## config.mk

```make
export PLATFORM = sky130hd
export DESIGN_NAME = im_loader_flat
export DESIGN_NICKNAME = d
export VERILOG_FILES = /design/src/rtl/im_loader_pkg.sv /design/src/rtl/im_loader_if.sv /design/src/rtl/im_loader.sv /design/src/flat_wrapper.sv
export SDC_FILE = /design/constraint.sdc
export NUM_CORES = 1
export LEC_CHECK = 0
export CAP_MARGIN = 5
export CELL_PAD_IN_SITES_DETAIL_PLACEMENT = 0
export CELL_PAD_IN_SITES_GLOBAL_PLACEMENT = 1
export CORE_MARGIN = 5
export CORE_UTILIZATION = 45
export DETAILED_ROUTE_END_ITERATION = 8
export PLACE_DENSITY_LB_ADDON = 0.12
export SLEW_MARGIN = 20
export SYNTH_ARGS = -nofsm -noshare
export SYNTH_HDL_FRONTEND = slang
export SYNTH_SLANG_ARGS = --single-unit
```

## constraint.sdc

```tcl
create_clock -name clk -period 4.6 [get_ports clk]
set_input_delay 0.92 -clock clk [delete_from_list [all_inputs] [get_ports clk]]
set_output_delay 0.92 -clock clk [all_outputs]
set_load 0.01 [all_outputs]
```

## src/rtl/im_loader_pkg.sv

```systemverilog
// Shared definitions for the boot-time instruction-memory loader.
// Loader FSM encodings and header-format constants.
package im_loader_pkg;

    typedef enum logic [2:0] {
        LD_CNT_HI,
        LD_CNT_LO,
        LD_CHECK,
        LD_DATA,
        LD_FLUSH,
        LD_DONE,
        LD_ERR
    } ld_state_t;

    localparam int LD_HDR_BYTES = 2;
    localparam int LD_CNT_W     = 8 * LD_HDR_BYTES;

    // Word count from the header converted to an IM byte count.
    function automatic logic [17:0] words_to_bytes(input logic [LD_CNT_W-1:0] words);
        return {words, 2'b00};
    endfunction

endpackage

```

## src/rtl/im_loader_if.sv

```systemverilog
// Byte-stream valid/ready channel feeding the loader.
// The source owns in_valid/in_data; the loader owns in_ready.
interface im_loader_if;
    import im_loader_pkg::*;

    logic       in_valid;
    logic [7:0] in_data;
    logic       in_ready;

    modport master (output in_valid, output in_data, input in_ready);
    modport slave  (input in_valid, input in_data, output in_ready);

endinterface

```

## src/rtl/im_loader.sv

```systemverilog
// Boot loader: takes a big-endian word count plus instruction words from a byte
// stream, writes them into byte-addressed IM, and holds the CPU in reset until done.
module im_loader
    import im_loader_pkg::*;
#(
    parameter int IM_BYTES = 1024,
    parameter int ADDR_W   = 10
) (
    input  logic              clk,
    input  logic              rst,
    im_loader_if.slave        s,
    input  logic              reload,
    output logic              im_we,
    output logic [ADDR_W-1:0] im_addr,
    output logic [7:0]        im_wdata,
    output logic              cpu_rst,
    output logic              done,
    output logic              err
);

    localparam logic [17:0] CAP = 18'(IM_BYTES);

    ld_state_t           state;
    logic [LD_CNT_W-1:0] cnt;
    logic [ADDR_W-1:0]   addr;
    logic [17:0]         bytes_left;
    logic                accept;

    assign accept = s.in_valid && s.in_ready;

    // Single FSM; every output is a register so IM and the CPU see clean edges.
    always_ff @(posedge clk) begin
        if (rst) begin
            state      <= LD_CNT_HI;
            s.in_ready <= 1'b0;
            im_we      <= 1'b0;
            im_addr    <= '0;
            im_wdata   <= '0;
            cpu_rst    <= 1'b1;
            done       <= 1'b0;
            err        <= 1'b0;
            cnt        <= '0;
            addr       <= '0;
            bytes_left <= '0;
        end else begin
            im_we <= 1'b0;
            case (state)
                LD_CNT_HI: begin
                    s.in_ready <= 1'b1;
                    if (accept) begin
                        cnt[15:8] <= s.in_data;
                        state     <= LD_CNT_LO;
                    end
                end
                LD_CNT_LO: begin
                    if (accept) begin
                        cnt[7:0]   <= s.in_data;
                        s.in_ready <= 1'b0;
                        state      <= LD_CHECK;
                    end
                end
                LD_CHECK: begin
                    if (cnt == '0) begin
                        cpu_rst <= 1'b0;
                        done    <= 1'b1;
                        state   <= LD_DONE;
                    end else if (words_to_bytes(cnt) > CAP) begin
                        err   <= 1'b1;
                        state <= LD_ERR;
                    end else begin
                        bytes_left <= words_to_bytes(cnt);
                        addr       <= '0;
                        s.in_ready <= 1'b1;
                        state      <= LD_DATA;
                    end
                end
                LD_DATA: begin
                    if (accept) begin
                        im_we      <= 1'b1;
                        im_addr    <= addr;
                        im_wdata   <= s.in_data;
                        addr       <= addr + 1'b1;
                        bytes_left <= bytes_left - 18'd1;
                        if (bytes_left == 18'd1) begin
                            s.in_ready <= 1'b0;
                            state      <= LD_FLUSH;
                        end
                    end
                end
                // Last write is on the bus now; release the CPU right behind it.
                LD_FLUSH: begin
                    cpu_rst <= 1'b0;
                    done    <= 1'b1;
                    state   <= LD_DONE;
                end
                LD_DONE: begin
                    if (reload) begin
                        cpu_rst    <= 1'b1;
                        done       <= 1'b0;
                        s.in_ready <= 1'b1;
                        state      <= LD_CNT_HI;
                    end
                end
                LD_ERR: begin
                    s.in_ready <= 1'b0;
                end
                default: begin
                    state <= LD_CNT_HI;
                end
            endcase
        end
    end

endmodule

```

## src/flat_wrapper.sv

```systemverilog
// flat-port wrapper written by rule: the top's interface ports become plain ports
module im_loader_flat import im_loader_pkg::*;
#(
    parameter int IM_BYTES = 1024,
    parameter int ADDR_W   = 10
)
  (clk, rst, reload, im_we, im_addr, im_wdata, cpu_rst, done, err, s_in_valid, s_in_data, s_in_ready);
  im_loader_if s_i ();
  input  logic clk;
  input  logic rst;
  input  logic reload;
  output logic im_we;
  output logic [ADDR_W-1:0] im_addr;
  output logic [7:0] im_wdata;
  output logic cpu_rst;
  output logic done;
  output logic err;
  input wire logic [$bits(s_i.in_valid)-1:0] s_in_valid;
  input wire logic [$bits(s_i.in_data)-1:0] s_in_data;
  output wire logic [$bits(s_i.in_ready)-1:0] s_in_ready;
  assign s_i.in_valid = s_in_valid;
  assign s_i.in_data = s_in_data;
  assign s_in_ready = s_i.in_ready;
  im_loader #(.IM_BYTES(IM_BYTES), .ADDR_W(ADDR_W)) u_core (.clk(clk), .rst(rst), .s(s_i), .reload(reload), .im_we(im_we), .im_addr(im_addr), .im_wdata(im_wdata), .cpu_rst(cpu_rst), .done(done), .err(err));
endmodule
```

Word level (Yosys, flattened, before mapping). Cells that the tools add are included.

Word-level logic and storage cells: 77. Input bits: 12. Register bits after elaboration: 70. Output and inout bits: 23.

Mux-type cells: 29. Bitwise gates (word level): 3. Equal/unequal tests: 15. Order comparisons: 1. Reduce and logical (&&, ||, !) cells: 15. Add/subtract/negate cells: 2.

Operator list (count): $mux 18 (3); $pmux 18 s2 (1); $mux 10 (3); $mux 3 (7); $pmux 3 s7 (1); $pmux 10 s2 (1); $eq 18x1->1 const B (1); $gt 18x11->1 const B (1); $sub 18x1->18 const B (1); $logic_not 16->1 (1); $add 10x1->10 const B (1); $mux 1 (10); $ne 2x1->1 const B (5); $eq 3x3->1 const B (3); $reduce_and 7->1 (1); $eq 3x2->1 const B (2); $ne 2x2->1 const B (3); $pmux 1 s3 (2); $pmux 1 s6 (1); $reduce_and 2->1 (3); $reduce_and 3->1 (2); $reduce_and 6->1 (1); $reduce_bool 6->1 (1); $reduce_and 4->1 (1); other kinds (7) (9).

Longest topological paths before layout.
Word-level depth: 4. Depth in mapped cells: 8. Depth with buffers taken out: 7.

Worst setup path after synthesis. Ideal clock, no wire load.

Path kind: flip-flop to flip-flop. Start point: register u_core.bytes_left[0]. End point: register u_core.bytes_left[16]. Data required time: 4.468 ns. Path slack: 2.412 ns. Cell stages (with the launch flop): 9. Clock period less this slack: 2.188 ns. Library setup time: 0.132 ns. Buffers on the path: 1. Arrival time: 2.056 ns. Cell sequence: dfxtp_1 > inv_1 > ha_1 > or3b_2 > or3_1 > buf_2 > o41a_1 > o21ai_1 > a21oi_1.

Cells in the longest elaborated chain, start to end: 3.

Ends and longest elaborated chain: start: declaration (RTL line im_loader.sv:26) `logic [17:0] bytes_left;`; start signal: assignment (RTL line im_loader.sv:71) `bytes_left <= words_to_bytes(cnt);`; start signal: assignment (RTL line im_loader.sv:83) `bytes_left <= bytes_left - 18'd1;`; $sub 18x1->18 (RTL line im_loader.sv:83); $mux 18 (RTL line im_loader.sv:78) `if (accept) begin`; $pmux 18 s2 (RTL line im_loader.sv:47) `case (state)`.

Every way passes these cells. The select of a mux whose other input is x is not followed. A chain may end at the register's enable or synchronous reset.

Final worst setup path.
Start point: register u_core.state[0]. End point: register u_core.addr[5].

Cells in the longest elaborated chain, start to end: 3. Elaborated cells on any way between the ends: 8. Those cells by class: 5 x eq/ne; 1 x mux; 2 x reduce/logical.

Ends and longest elaborated chain: start: declaration (RTL line im_loader.sv:23) `ld_state_t state;`; start signal: assignment (RTL line im_loader.sv:34) `state <= LD_CNT_HI;`; start signal: assignment (RTL line im_loader.sv:52) `state <= LD_CNT_LO;`; start signal: assignment (RTL line im_loader.sv:59) `state <= LD_CHECK;`; $eq 3x2->1 (RTL line im_loader.sv:47); $ne 2x1->1 (no line), or another cell as far along; $reduce_and 4->1 (no line); end signal: assignment (RTL line im_loader.sv:82) `addr <= addr + 1'b1;`; end: declaration (RTL line im_loader.sv:25) `logic [ADDR_W-1:0] addr;`.

Several ways; a longest one is shown, not always the timed one.

==> results_dict.tcl <==
set metrics [dict create \
    post-cts-setup-buffers 0 \
    intPower_uw 925 \
    grt_pass1_vias 2553 \
    reg2reg_to "u_core.addr[5]" \
    worstPathRequired_ns 4.89 \
    core-area_um2 7180 \
    layout_commonest_cell "dfxtp_1" \
    synth_compound_area_share_pct 18.5 \
    cp.arrival_ns 3.20 \
    worst-r2r-setup-slack_ns 1.68 \
    whs_path_depth 2 \
    r2r_start "u_core.state[0]" \
    ys_types 58 \
    avgSynthCellArea_um2 8.39 \
    startpoint_type "register" \
    grt_max_degree 44 \
    rsz0062_at_grt "no" \
    yosysWarnings 0 \
    grt_usage_pct 17.8 \
    synthTopCellsByArea "dfxtp_1 43%, nand2_1 6.7%, mux2i_1 5.8%, a21oi_1 5.4%, nor2_1 4.9%" \
    synth_top_family_by_area "simple AND/OR/NAND/NOR gates" \
    p_leak_nw 1.41 \
    fmax_ghz 0.343 \
    nets 423 \
    port_buffers 34 \
    cp-end-kind "register" \
    die_h_um 95.2 \
    switching_share_pct 26.7 \
    min_from "u_core.im_addr[9]" \
    synth-adder-area-share_pct 1.46 \
    pwr-share-clk_pct 39.3 \
    status "finished clean" \
    skew_ns 0.0109 \
    synth_mux_area_share_pct 5.82 \
    drt-pass1-iter-count 4 \
    ios 35 \
    hold_viol 0 \
    syn_area_um2 3270 \
    cts_buffers 9 \
    synth_xor_xnor_area_share_pct 2.41 \
    power.density_nw_per_um2 330 \
    final_cell_area_um2 3820 \
    seq_power_share_pct 50.7 \
    min_to "u_core.im_addr[9]" \
    insertion_delay_ns 0.35 \
    finalCriticalPeriod_ns 2.92 \
    ir_drop_v 0.000212 \
    grt-ovfl-total 0 \
    fillCellCount 705 \
    clockBufferDepth 2 \
    synth-simple-area-share_pct 24.1 \
    setup_violations 0 \
    crit_fanout 28 \
    gp_congestion 0.757 \
    synth_top_area_cell "dfxtp_1" \
    vias 2828 \
    avgViaCountPerCell 5.52 \
    detail-route-antenna-nets 0 \
    tns_ns 0 \
    synthFlopType "dfxtp_1" \
    wl_um 7640 \
    cts.sinks 70 \
    yosysSeqAreaShare_pct 42.9 \
    start_util_pct 45.5 \
    synth-edff-count 0 \
    syn_inst 389 \
    die_x_um 95.2 \
    power_switching_uw 337 \
    path_clk_slew_ns 0.08 \
    max_slew_margin_pct 29.7 \
    synthArstFlopShare_pct 0 \
    wl_per_cell_um 14.9 \
    fin_hold_ws_ns 0.453 \
    area_delta_synth_final_pct 17.1 \
    fin_crit_sh_pct 63.4 \
    hold_buffers 0 \
    worstRegToRegCells 4 \
    tritoncts "yes" \
    maxCapViolCount 0 \
    root_buffer "clkbuf_8" \
    antenna_found_initial 0 \
    finalPower_mw 1.26 \
    dpl_cell_area_um2 3620 \
    tightest_slew_ns 1.05 \
    final_cell_mix "70 x dfxtp_1, 58 x nand2_1, 42 x nor2_1" \
    slew_viol_final 0 \
    fp.dieArea_um2 9060 \
    path_class "reg -> reg" \
    h-tree-depth 3 \
    drc_errors 0 \
    grt_first_pass_wirelength_um 12600 \
    synth_top_area_share_pct 42.9 \
    hold_class "reg -> reg" \
    diodes 0 \
    drive_gt1_share_pct 8.72 \
    row_count 31 \
    synth_fp_nets 404 \
    ys_ff_latch 70 \
    drt_iter0_markers 92 \
    cts_resized 0 \
    dp_hpwl_um 5200 \
    combPwrFrac_pct 10.0 \
]
==> per-stage QoR <==
stage,utilization (%),instances,worst slack [ns]
2_1_floorplan,-,389,2.41
3_3_place_gp,50.4,496,1.52
3_5_place_dp,50.4,496,1.48
4_1_cts,53.2,512,1.66
5_1_grt,53.3,512,1.47
6_report,53.3,512,1.68
==> registers in the layout (all words and copies together) (netlist names) <==
| name | flops |
|---|---|
| u_core.s.in_ready | 1 |
| u_core.cnt | 16 |
| u_core.done | 1 |
| u_core.err | 1 |
| u_core.cpu_rst | 1 |
| u_core.addr | 10 |
| u_core.bytes_left | 18 |
| u_core.state | 3 |
| u_core.im_addr | 10 |
| u_core.im_wdata | 8 |
| u_core.im_we | 1 |
==> layer usage <==
layer	vias up	GRT usage (%)	routed length [µm]	part of all wire, %
li1	1420	-	-	-
met1	1349	25.4	3790	50
met2	51	26.5	3450	45
met3	8	3.39	287	3.8
met4	0	6.49	112	1.5
met5	-	0	0	0
==> cells by family after synthesis <==
group,count (synthesis)
xor+xnor,9
compound gates,91
buf+inv,35
fa+ha+maj,4
mux,19
flops,70
simple gates,161
==> cells in the mapped netlist (all sizes together), types with 3 or more instances <==
cell and instances:
o211ai 3, o21ai 18, nand4 4, clkbuf 17, or3 10, nand2 58, o31ai 4, o41ai 4
o21a 5, nand3b 3, nor3 5, a31oi 4, mux2i 19, a21oi 35, buf 12, nand3 9
dfxtp 70, or2 3, xor2 4, inv 6, ha 3, xnor2 5, nand2b 5, nor2 43
a31o 3, or4 6, nor4 6
==> power groups by stage <==
stage          Clock (mW)  Combinational, mW  Sequential [mW]
4_1_cts             0.506              0.126            0.639
2_1_floorplan           0             0.0985            0.643
3_5_place_dp            0              0.126            0.653
6_report            0.495              0.126            0.640
3_3_place_gp            0              0.126            0.653
5_1_grt             0.533              0.140            0.643
==> layout make-up <==
type	count	area [µm²]	share of cell area [%]
well taps	99	124	3.24
repair buffers	37	358	9.36
flip-flops and latches	70	1400	36.6
inverters	6	22.5	0.589
multi-input cells	284	1720	45.0
clock buffers	9	124	3.24
clock inverters	7	75.1	1.96
==> worst max-delay path, cell delays in order, from the launching register on <==
cell and delay [ns]:
dfxtp_1 0.73, and3b_1 0.61, nand2_1 0.77, or3_1 0.60
a21oi_1 0.14
==> worst max-delay path by stage <==
stage	startpoint	to	slack, ns	depth (start not counted)
global placement	s_in_valid	u_core.addr[5]	1.52	5
finish	u_core.state[0]	u_core.addr[5]	1.68	4
CTS	u_core.state[0]	u_core.addr[5]	1.66	4
global route	u_core.state[0]	u_core.addr[5]	1.47	4
floorplan	u_core.bytes_left[0]	u_core.bytes_left[16]	2.41	8
detailed placement	s_in_valid	u_core.addr[5]	1.48	5
No activity file was read; power rests on OpenSTA's default activity.
